===== src/rtl/mcs4_timing_gen.sv =====
// MCS-4 style timing generator: divided two-phase clocks, one-hot phase ring,
// data-pad sequencing, opcode / I/O-read capture and a stop / single-step mode.
//
// state | meaning
// RUN   | normal execution, captures and pad drive enabled
// STOP  | processor halted, pads released, captures frozen
// STEP  | one granted machine cycle out of STOP
module mcs4_timing_gen #(
  parameter int DIV    = 2,
  parameter int NPHASE = 8,
  parameter int DATA_W = 4
) (
  input  logic              sysclk,
  input  logic              poc_n,
  input  logic              poc_pad,
  input  logic              stop_req,
  input  logic              step,
  input  logic              ior,
  input  logic [DATA_W-1:0] core_data,
  input  logic [DATA_W-1:0] data_pad_i,
  output logic [DATA_W-1:0] data_pad_o,
  output logic              data_pad_oe,
  output logic              clk1,
  output logic              clk2,
  output logic [NPHASE-1:0] phase,
  output logic              sync_pad,
  output logic              cycle_end,
  output logic              poc,
  output logic              stopped,
  output logic [DATA_W-1:0] opr,
  output logic [DATA_W-1:0] opa,
  output logic [DATA_W-1:0] x2_data
);

  localparam int DW = (DIV > 1) ? $clog2(DIV) : 1;
  localparam logic [DW-1:0] DIV_LAST = DW'(DIV - 1);

  typedef enum logic [1:0] {RUN, STOP, STEP} state_t;

  state_t      state, state_nx;
  logic [DW-1:0] div;
  logic [1:0]  sub;
  logic        step_pend;
  logic        div_last, sub_last, strobe, capture_en;

  assign div_last   = (div == DIV_LAST);
  assign sub_last   = div_last && (sub == 2'd3);
  assign strobe     = div_last && (sub == 2'd2);
  assign capture_en = strobe && !stopped && !poc;
  assign sync_pad   = phase[NPHASE-1];
  assign cycle_end  = phase[NPHASE-1] && sub_last;

  always_ff @(posedge sysclk or negedge poc_n) begin
    if (!poc_n) begin
      div   <= '0;
      sub   <= 2'd0;
      phase <= {{(NPHASE-1){1'b0}}, 1'b1};
    end else begin
      div <= div_last ? '0 : div + DW'(1);
      if (div_last) sub <= sub + 2'd1;
      if (sub_last) phase <= {phase[NPHASE-2:0], phase[NPHASE-1]};
    end
  end

  // POC stays asserted until the ring is back at A1 with the pad released.
  always_ff @(posedge sysclk or negedge poc_n) begin
    if (!poc_n)       poc <= 1'b1;
    else if (poc_pad) poc <= 1'b1;
    else if (phase[0]) poc <= 1'b0;
  end

  always_ff @(posedge sysclk or negedge poc_n) begin
    if (!poc_n)                  step_pend <= 1'b0;
    else if (poc || cycle_end)   step_pend <= 1'b0;
    else if (step && stopped)    step_pend <= 1'b1;
  end

  always_ff @(posedge sysclk or negedge poc_n) begin
    if (!poc_n) begin
      opr     <= '0;
      opa     <= '0;
      x2_data <= '0;
    end else if (capture_en) begin
      if (phase[3])        opr     <= data_pad_i;
      if (phase[4])        opa     <= data_pad_i;
      if (phase[6] && ior) x2_data <= data_pad_i;
    end
  end

  always_ff @(posedge sysclk or negedge poc_n) begin
    if (!poc_n) state <= RUN;
    else        state <= state_nx;
  end

  // A step arriving on the boundary itself is granted at that boundary.
  always_comb begin
    state_nx = state;
    if (poc) begin
      state_nx = RUN;
    end else if (cycle_end) begin
      case (state)
        RUN:     state_nx = stop_req ? STOP : RUN;
        STOP: begin
          if (!stop_req)               state_nx = RUN;
          else if (step_pend || step)  state_nx = STEP;
        end
        STEP:    state_nx = stop_req ? STOP : RUN;
        default: state_nx = RUN;
      endcase
    end
  end

  always_comb begin
    stopped     = (state == STOP) && !poc;
    clk1        = (sub == 2'd0);
    clk2        = (sub == 2'd2);
    data_pad_oe = 1'b0;
    data_pad_o  = '0;
    if (poc) begin
      data_pad_oe = 1'b1;
    end else if (stopped) begin
      data_pad_oe = 1'b0;
    end else if ((|phase[2:0]) || (phase[6] && !ior)) begin
      data_pad_oe = 1'b1;
      data_pad_o  = core_data;
    end
  end

endmodule


===== config.mk =====
export PLATFORM = sky130hd
export DESIGN_NAME = mcs4_timing_gen
export DESIGN_NICKNAME = d
export VERILOG_FILES = /design/src/rtl/mcs4_timing_gen.sv
export SDC_FILE = /design/constraint.sdc
export NUM_CORES = 1
export LEC_CHECK = 0
export BUFFER_PORTS_ARGS = -buffer_cell sky130_fd_sc_hd__buf_2
export CORE_MARGIN = 2
export CORE_UTILIZATION = 48
export DETAILED_ROUTE_END_ITERATION = 10
export GPL_ROUTABILITY_DRIVEN = 0
export PLACE_DENSITY = 0.88
export REMOVE_ABC_BUFFERS = 1
export SKIP_LAST_GASP = 1
export SLEW_MARGIN = 20
export SYNTH_ARGS = -nofsm -noshare
export SYNTH_HDL_FRONTEND = slang
export SYNTH_SLANG_ARGS = --single-unit

===== constraint.sdc =====
create_clock -name sysclk -period 1.9 [get_ports sysclk]
set_input_delay 0.19 -clock sysclk [delete_from_list [all_inputs] [get_ports sysclk]]
set_output_delay 0.19 -clock sysclk [all_outputs]
set_load 0.02 [all_outputs]

==> metrics, run 1 <==
vias per cell 5.095; Hold Crit Class input port to register; setup TNS 0 ns; Final #Nets 156; crit end category primary output; Max Root-Sink Buffers 2; row count 18; io pins 45; outcome completed; Max Slew Vio Count 0; Setup Viol. Count Final 0; ANT nets after route 0; design area 1501 sq um; vias 856; CTS Root Cell clkbuf_4; layout cells sized above 1 55.07%; clock skew 0.002928 ns; number of global-route vias before repair 864; endpoints failing hold 0; PD cells 566.0 nW/um^2; max-cap check violation count 0; slew margin rel. 60.72%; layout overhead on the synthesized area 22.70%; DRT Pass-1 Iters 2; die height 54.49 microns; # Post-CTS Setup Buffers 0; Clk pin slew, worst setup/hold paths 0.13 ns; GRT Overall Usage 17.56%; Setup crit start kind register; Arr. time, crit path 1.59 ns; Ys Warns 0; total wire length 2.331 mm; largest net degree at the start of global routing 28; crit share post-route 93.85%; Clock Sinks 27; unrepaired setup endpoints after global routing false; CTS buffer count 3; worst-path maximum fanout 4; CORE AREA 2455 sq um; DP Area 1455 sq um; Max VDD drop 508.4 uV; DP HPWL 1.833 mm; FMAX 0.5608 GHz; fin crit period 1.783 ns; post-synthesis sequential area ratio 55.42%; Mapped Cells 92; initial antenna violation count 0; wire length per cell 13.88 microns; H-tree depth 1; leak pwr 0.7953 nW; post-synthesis register bit count 27; worst-margin pin slew 0.5892 ns; cell area after synthesis 1224 sq um; die area 2969 sq um; Worst EP required 1.71 ns; Die Width 54.49 microns; antenna cells 0; IO buf count 44; Worst-Skew Late Latency 0.32 ns; First DRT Iteration DRCs 1; remaining global-route overflow 0; Starting Density 49.85%; Yosys cell types 26; Crit Path Category register to primary output; first-pass GRT wire length 3.663 mm; CTS tree built; Mean Syn Cell Area 13.30 sq um; DRC viols 0
-- cells in the final DEF, fill, tap and decap left out, types with 2 or more instances in the layout --
master	netlist	routed
a21oi_1	4	4
and2_1	4	4
buf_2	0	44
clkbuf_4	0	3
dfrtp_1	25	25
dfstp_2	2	2
ha_1	3	3
inv_1	5	5
mux2_2	18	18
nand2_1	8	8
nand3_1	2	2
nor3_1	2	2
nor4b_4	2	2
o21ai_0	2	2
-- Yosys cell counts --
cell	n	area share, %
nand3_1	2	0.82
o21ai_0	2	0.82
nand2_2	1	0.51
or3_2	1	0.61
nor3_1	2	0.82
xor2_1	1	0.72
and2_1	4	2.0
o211ai_1	1	0.61
nor4b_4	2	3.9
or2_2	1	0.51
buf_6	1	0.92
nand2b_1	1	0.51
ha_1	3	3.1
a211oi_1	1	0.61
buf_4	2	1.2
nor4_4	1	1.7
a21o_1	1	0.61
dfstp_2	2	4.3
a21oi_1	4	1.6
mux2_2	18	17
o31ai_1	1	0.61
nor3b_1	1	0.61
dfrtp_1	25	51
inv_1	5	1.5
nor2b_4	1	1.1
nand2_1	8	2.5
-- registers in the layout, summed over array words and instances, names as in the netlist --
| name | cells |
|---|---|
| opa | 4 |
| state | 2 |
| opr | 4 |
| sub | 2 |
| phase | 8 |
| x2_data | 4 |
| poc | 1 |
| div | 1 |
| step_pend | 1 |
-- cell families (layout without fill, tap and decap cells) --
| kind of cell | after synthesis | count (layout) | share of synthesized area (%) |
|---|---|---|---|
| xor+xnor | 1 | 1 | 0.7159 |
| flops | 27 | 27 | 55.42 |
| fa+ha+maj | 3 | 3 | 3.068 |
| simple gates | 25 | 25 | 15.65 |
| mux | 18 | 18 | 16.56 |
| compound gates | 10 | 10 | 4.909 |
| buf+inv | 8 | 54 | 3.681 |
-- per-stage QoR --
step                      hold slack [ns]  utilization, %  setup slack (ns)  cells  total power, mW
final                             0.04021           61.16            0.1168    168           0.8499
after global routing              0.03553           61.16           0.02335    168           0.8878
after CTS                         0.02868           60.96           0.02648    168           0.8609
after detailed placement           0.2272           59.28            0.1867    163           0.6136
after global placement             0.2089           59.28            0.2756    163           0.6120
after floorplan                   -0.1056               -            0.1810     89           0.5864
-- report_power, final --
part	internal, mW	total (mW)	leakage, nW	switching (mW)
Clock	0.0824	0.246	0.0150	0.164
Combinational	0.0113	0.0286	0.414	0.0172
Sequential	0.575	0.575	0.366	0.000000000000000239
-- final cells by class --
cell class                 instances  area (sq um)
clock buffer                       4         26.28
tap                               30         37.54
fill                             208         953.4
inverter                           5         18.77
multi-input combinational         57         510.5
sequential                        27         678.2
timing repair buffer              45         230.2
-- metal layers --
layer  GRT usage [%]  share of wire [%]  wire [microns]  vias up
met1           21.83                 43            1005      409
met4           7.500                1.3              31        0
met3           3.005                6.8             159        2
met5               0                  0               0        -
met2           29.92                 49            1134       34
li1                -                  -               -      411
-- worst paths after layout --
path / from / to / slack (ns) / cells past startpoint
min in group asynchronous: poc_n / opa[0]$_DFFE_PN0P_ / 0.38 / 2
min: poc_pad / poc$_DFFE_PN1P_ / 0.04 / 2
min reg2reg: phase[0]$_DFFE_PN1P_ / phase[0]$_DFFE_PN1P_ / 0.50 / 2
max: phase[1]$_DFFE_PN0P_ / data_pad_oe / 0.12 / 4
max reg2reg: sub[0]$_DFFE_PN0P_ / opr[2]$_DFFE_PN0P_ / 0.19 / 5
max in group asynchronous: poc_n / poc$_DFFE_PN1P_ / 1.14 / 2
-- critical path, stage by stage, from the launching register on --
cell     delay (ns)
dfrtp_1        0.43
nor3_1         0.30
a21oi_1        0.11
or2_2          0.28
buf_2          0.16
-- what timing repair did --
item / 4_1_cts / 5_1_grt
hold buffers: 1 / 0
gates resized for setup: 1 / 1
setup endpoints to repair: 1 / 2
pin swaps: 0 / 1
gates cloned: 0 / 0
hold endpoints to repair: 25 / 0
No activity file was read; power rests on OpenSTA's default activity.
==> inputs of run 2 (changes only) <==
--- a/config.mk
+++ b/config.mk
@@ -6,7 +6,7 @@
 export NUM_CORES = 1
 export LEC_CHECK = 0
 export BUFFER_PORTS_ARGS = -buffer_cell sky130_fd_sc_hd__buf_2
-export CORE_MARGIN = 2
+export CORE_MARGIN = 5
 export CORE_UTILIZATION = 48
 export DETAILED_ROUTE_END_ITERATION = 10
 export GPL_ROUTABILITY_DRIVEN = 0
==> constraint.sdc (replaced) <==
create_clock -name sysclk -period 1.9 [get_ports sysclk]
set_input_delay 0.19 -clock sysclk [delete_from_list [all_inputs] [get_ports sysclk]]
set_output_delay 0.19 -clock sysclk [all_outputs]
set_load 0.005 [all_outputs]
==> metrics, run 2 (synthesis results as in run 1) <==
Arr. time, crit path 1.55 ns (-0.04 ns); Worst EP required 1.71 ns (about the same); First DRT Iteration DRCs 16 (+15); DRT Pass-1 Iters 3 (+1); outcome completed; GRT Overall Usage 14.31% (-3.2 points); layout cells sized above 1 55.80% (+0.72 points); ANT nets after route 0 (unchanged); vias per cell 5.208 (+2.2%); Filler cells 215 (+3.4%); die area 3659 sq um (+23%); most common cell after layout, fill and taps aside buf_2; Setup crit start kind register; fin crit period 1.742 ns (-0.04096 ns); FMAX 0.5740 GHz (+2.4%); Clock Sinks 27 (unchanged); largest net degree at the start of global routing 28 (unchanged); crit end category primary output; CORE AREA 2455 sq um (unchanged); slew margin rel. 60.77% (about the same); Die Width 60.49 microns (+11%); CTS tree built; total wire length 2.451 mm (+5.1%); DRC viols 0 (unchanged); io pins 45 (unchanged); worst-path maximum fanout 5 (+1); Worst-Skew Late Latency 0.32 ns (about the same); DP HPWL 1.947 mm (+6.3%); row count 18 (unchanged); initial antenna violation count 0 (unchanged); IO buf count 44 (unchanged); Clk pin slew, worst setup/hold paths 0.15 ns (+0.02 ns); endpoints failing hold 0 (unchanged); Hold Crit Class input port to register; max-cap check violation count 0 (unchanged); Largest register FFs 8 (unchanged); H-tree depth 1 (unchanged); Setup Viol. Count Final 0 (unchanged); CTS buffer count 3 (unchanged); design area 1503 sq um (about the same); vias 875 (+2.2%); Max VDD drop 537.8 uV (+5.8%); M1 GR Usage 18.72% (-3.1 points); # Post-CTS Setup Buffers 0 (unchanged); Max Slew Vio Count 0 (unchanged); CTS Root Cell clkbuf_4; grt met3 use 2.766% (-0.24 points); Max Root-Sink Buffers 2 (unchanged); final core utilization 61.21% (about the same); layout overhead on the synthesized area 22.80% (about the same); global-route layer with the greatest usage met2; remaining global-route overflow 0 (unchanged); hold slack 0.03931 ns (-0.0009006 ns); Largest Register phase; number of global-route vias before repair 905 (+4.7%); leak pwr 0.7981 nW (+0.34%); first-pass GRT wire length 3.974 mm (+8.5%); worst-margin pin slew 0.5885 ns (-0.0007341 ns); clock skew 0.01453 ns (+0.01160 ns); antenna cells 0 (unchanged); unrepaired setup endpoints after global routing false; GRT met2 Usage 24.69% (-5.2 points); die height 60.49 microns (+11%); crit share post-route 91.70% (-2.2 points); Starting Density 49.85% (unchanged); Final #Nets 156 (unchanged); Crit Path Category register to primary output; commonest non-fill, non-tap cells in the layout buf_2, dfrtp_1, mux2_2, nand2_1, inv_1; PD cells 565.1 nW/um^2 (-0.17%); setup TNS 0 ns (unchanged); DP Area 1455 sq um (unchanged); wire length per cell 14.59 microns (+5.1%)
run 2: layout make-up:
| type | count | area, sq um | share of cell area (%) |
|---|---|---|---|
| clock buffer | 3 | 22.52 | 1.499 |
| clock inverter | 1 | 5.005 | 0.3331 |
| inverter | 5 | 18.77 | 1.249 |
| multi-input combinational | 57 | 510.5 | 33.97 |
| sequential | 27 | 678.2 | 45.13 |
| tap | 30 | 37.54 | 2.498 |
| timing repair buffer | 45 | 230.2 | 15.32 |
run 2: what timing repair did:
item,4_1_cts,5_1_grt
endpoints found under the hold margin,25,0
setup endpoints to repair,0,5
resized for setup,0,2
hold buffers,1,0
run 2: per-stage QoR:
stage	setup WS, ns	cells	power (mW)
finish	0.1578	168	0.8492
global route	0.07291	168	0.8748
CTS	0.01871	168	0.8578
detailed placement	0.2298	163	0.6131
global placement	0.2805	163	0.6121
floorplan	0.3452	89	0.5864
run 2: final timing paths:
check	from	to	slack, ns	cells after the start
min	poc_pad	poc$_DFFE_PN1P_	0.04	2
min in group asynchronous	poc_n	x2_data[3]$_DFFE_PN0P_	0.37	2
max in group asynchronous	poc_n	phase[4]$_DFFE_PN0P_	1.13	2
max	state[1]$_DFFE_PN0P_	data_pad_oe	0.16	4
min reg2reg	phase[0]$_DFFE_PN1P_	phase[0]$_DFFE_PN1P_	0.50	2
max reg2reg	sub[0]$_DFFE_PN0P_	opr[1]$_DFFE_PN0P_	0.23	5
run 2: critical path, stage by stage, from the launching register on:
cell and delay, ns:
dfrtp_1 0.49, nor3b_2 0.29, a21oi_1 0.06, or2_2 0.27, buf_2 0.13
run 2: metal layers:
metal | up-vias | wire, microns
met4 | 0 | 10
met1 | 429 | 1016
li1 | 410 | -
met3 | 2 | 218
met2 | 34 | 1206
met5 | - | 0
run 2: power by group:
part	total (mW)	leakage, nW	switching, mW	internal, mW
Clock	0.246	0.0177	0.167	0.0788
Combinational	0.0285	0.414	0.0171	0.0113
Sequential	0.575	0.366	0.000000000000000228	0.575
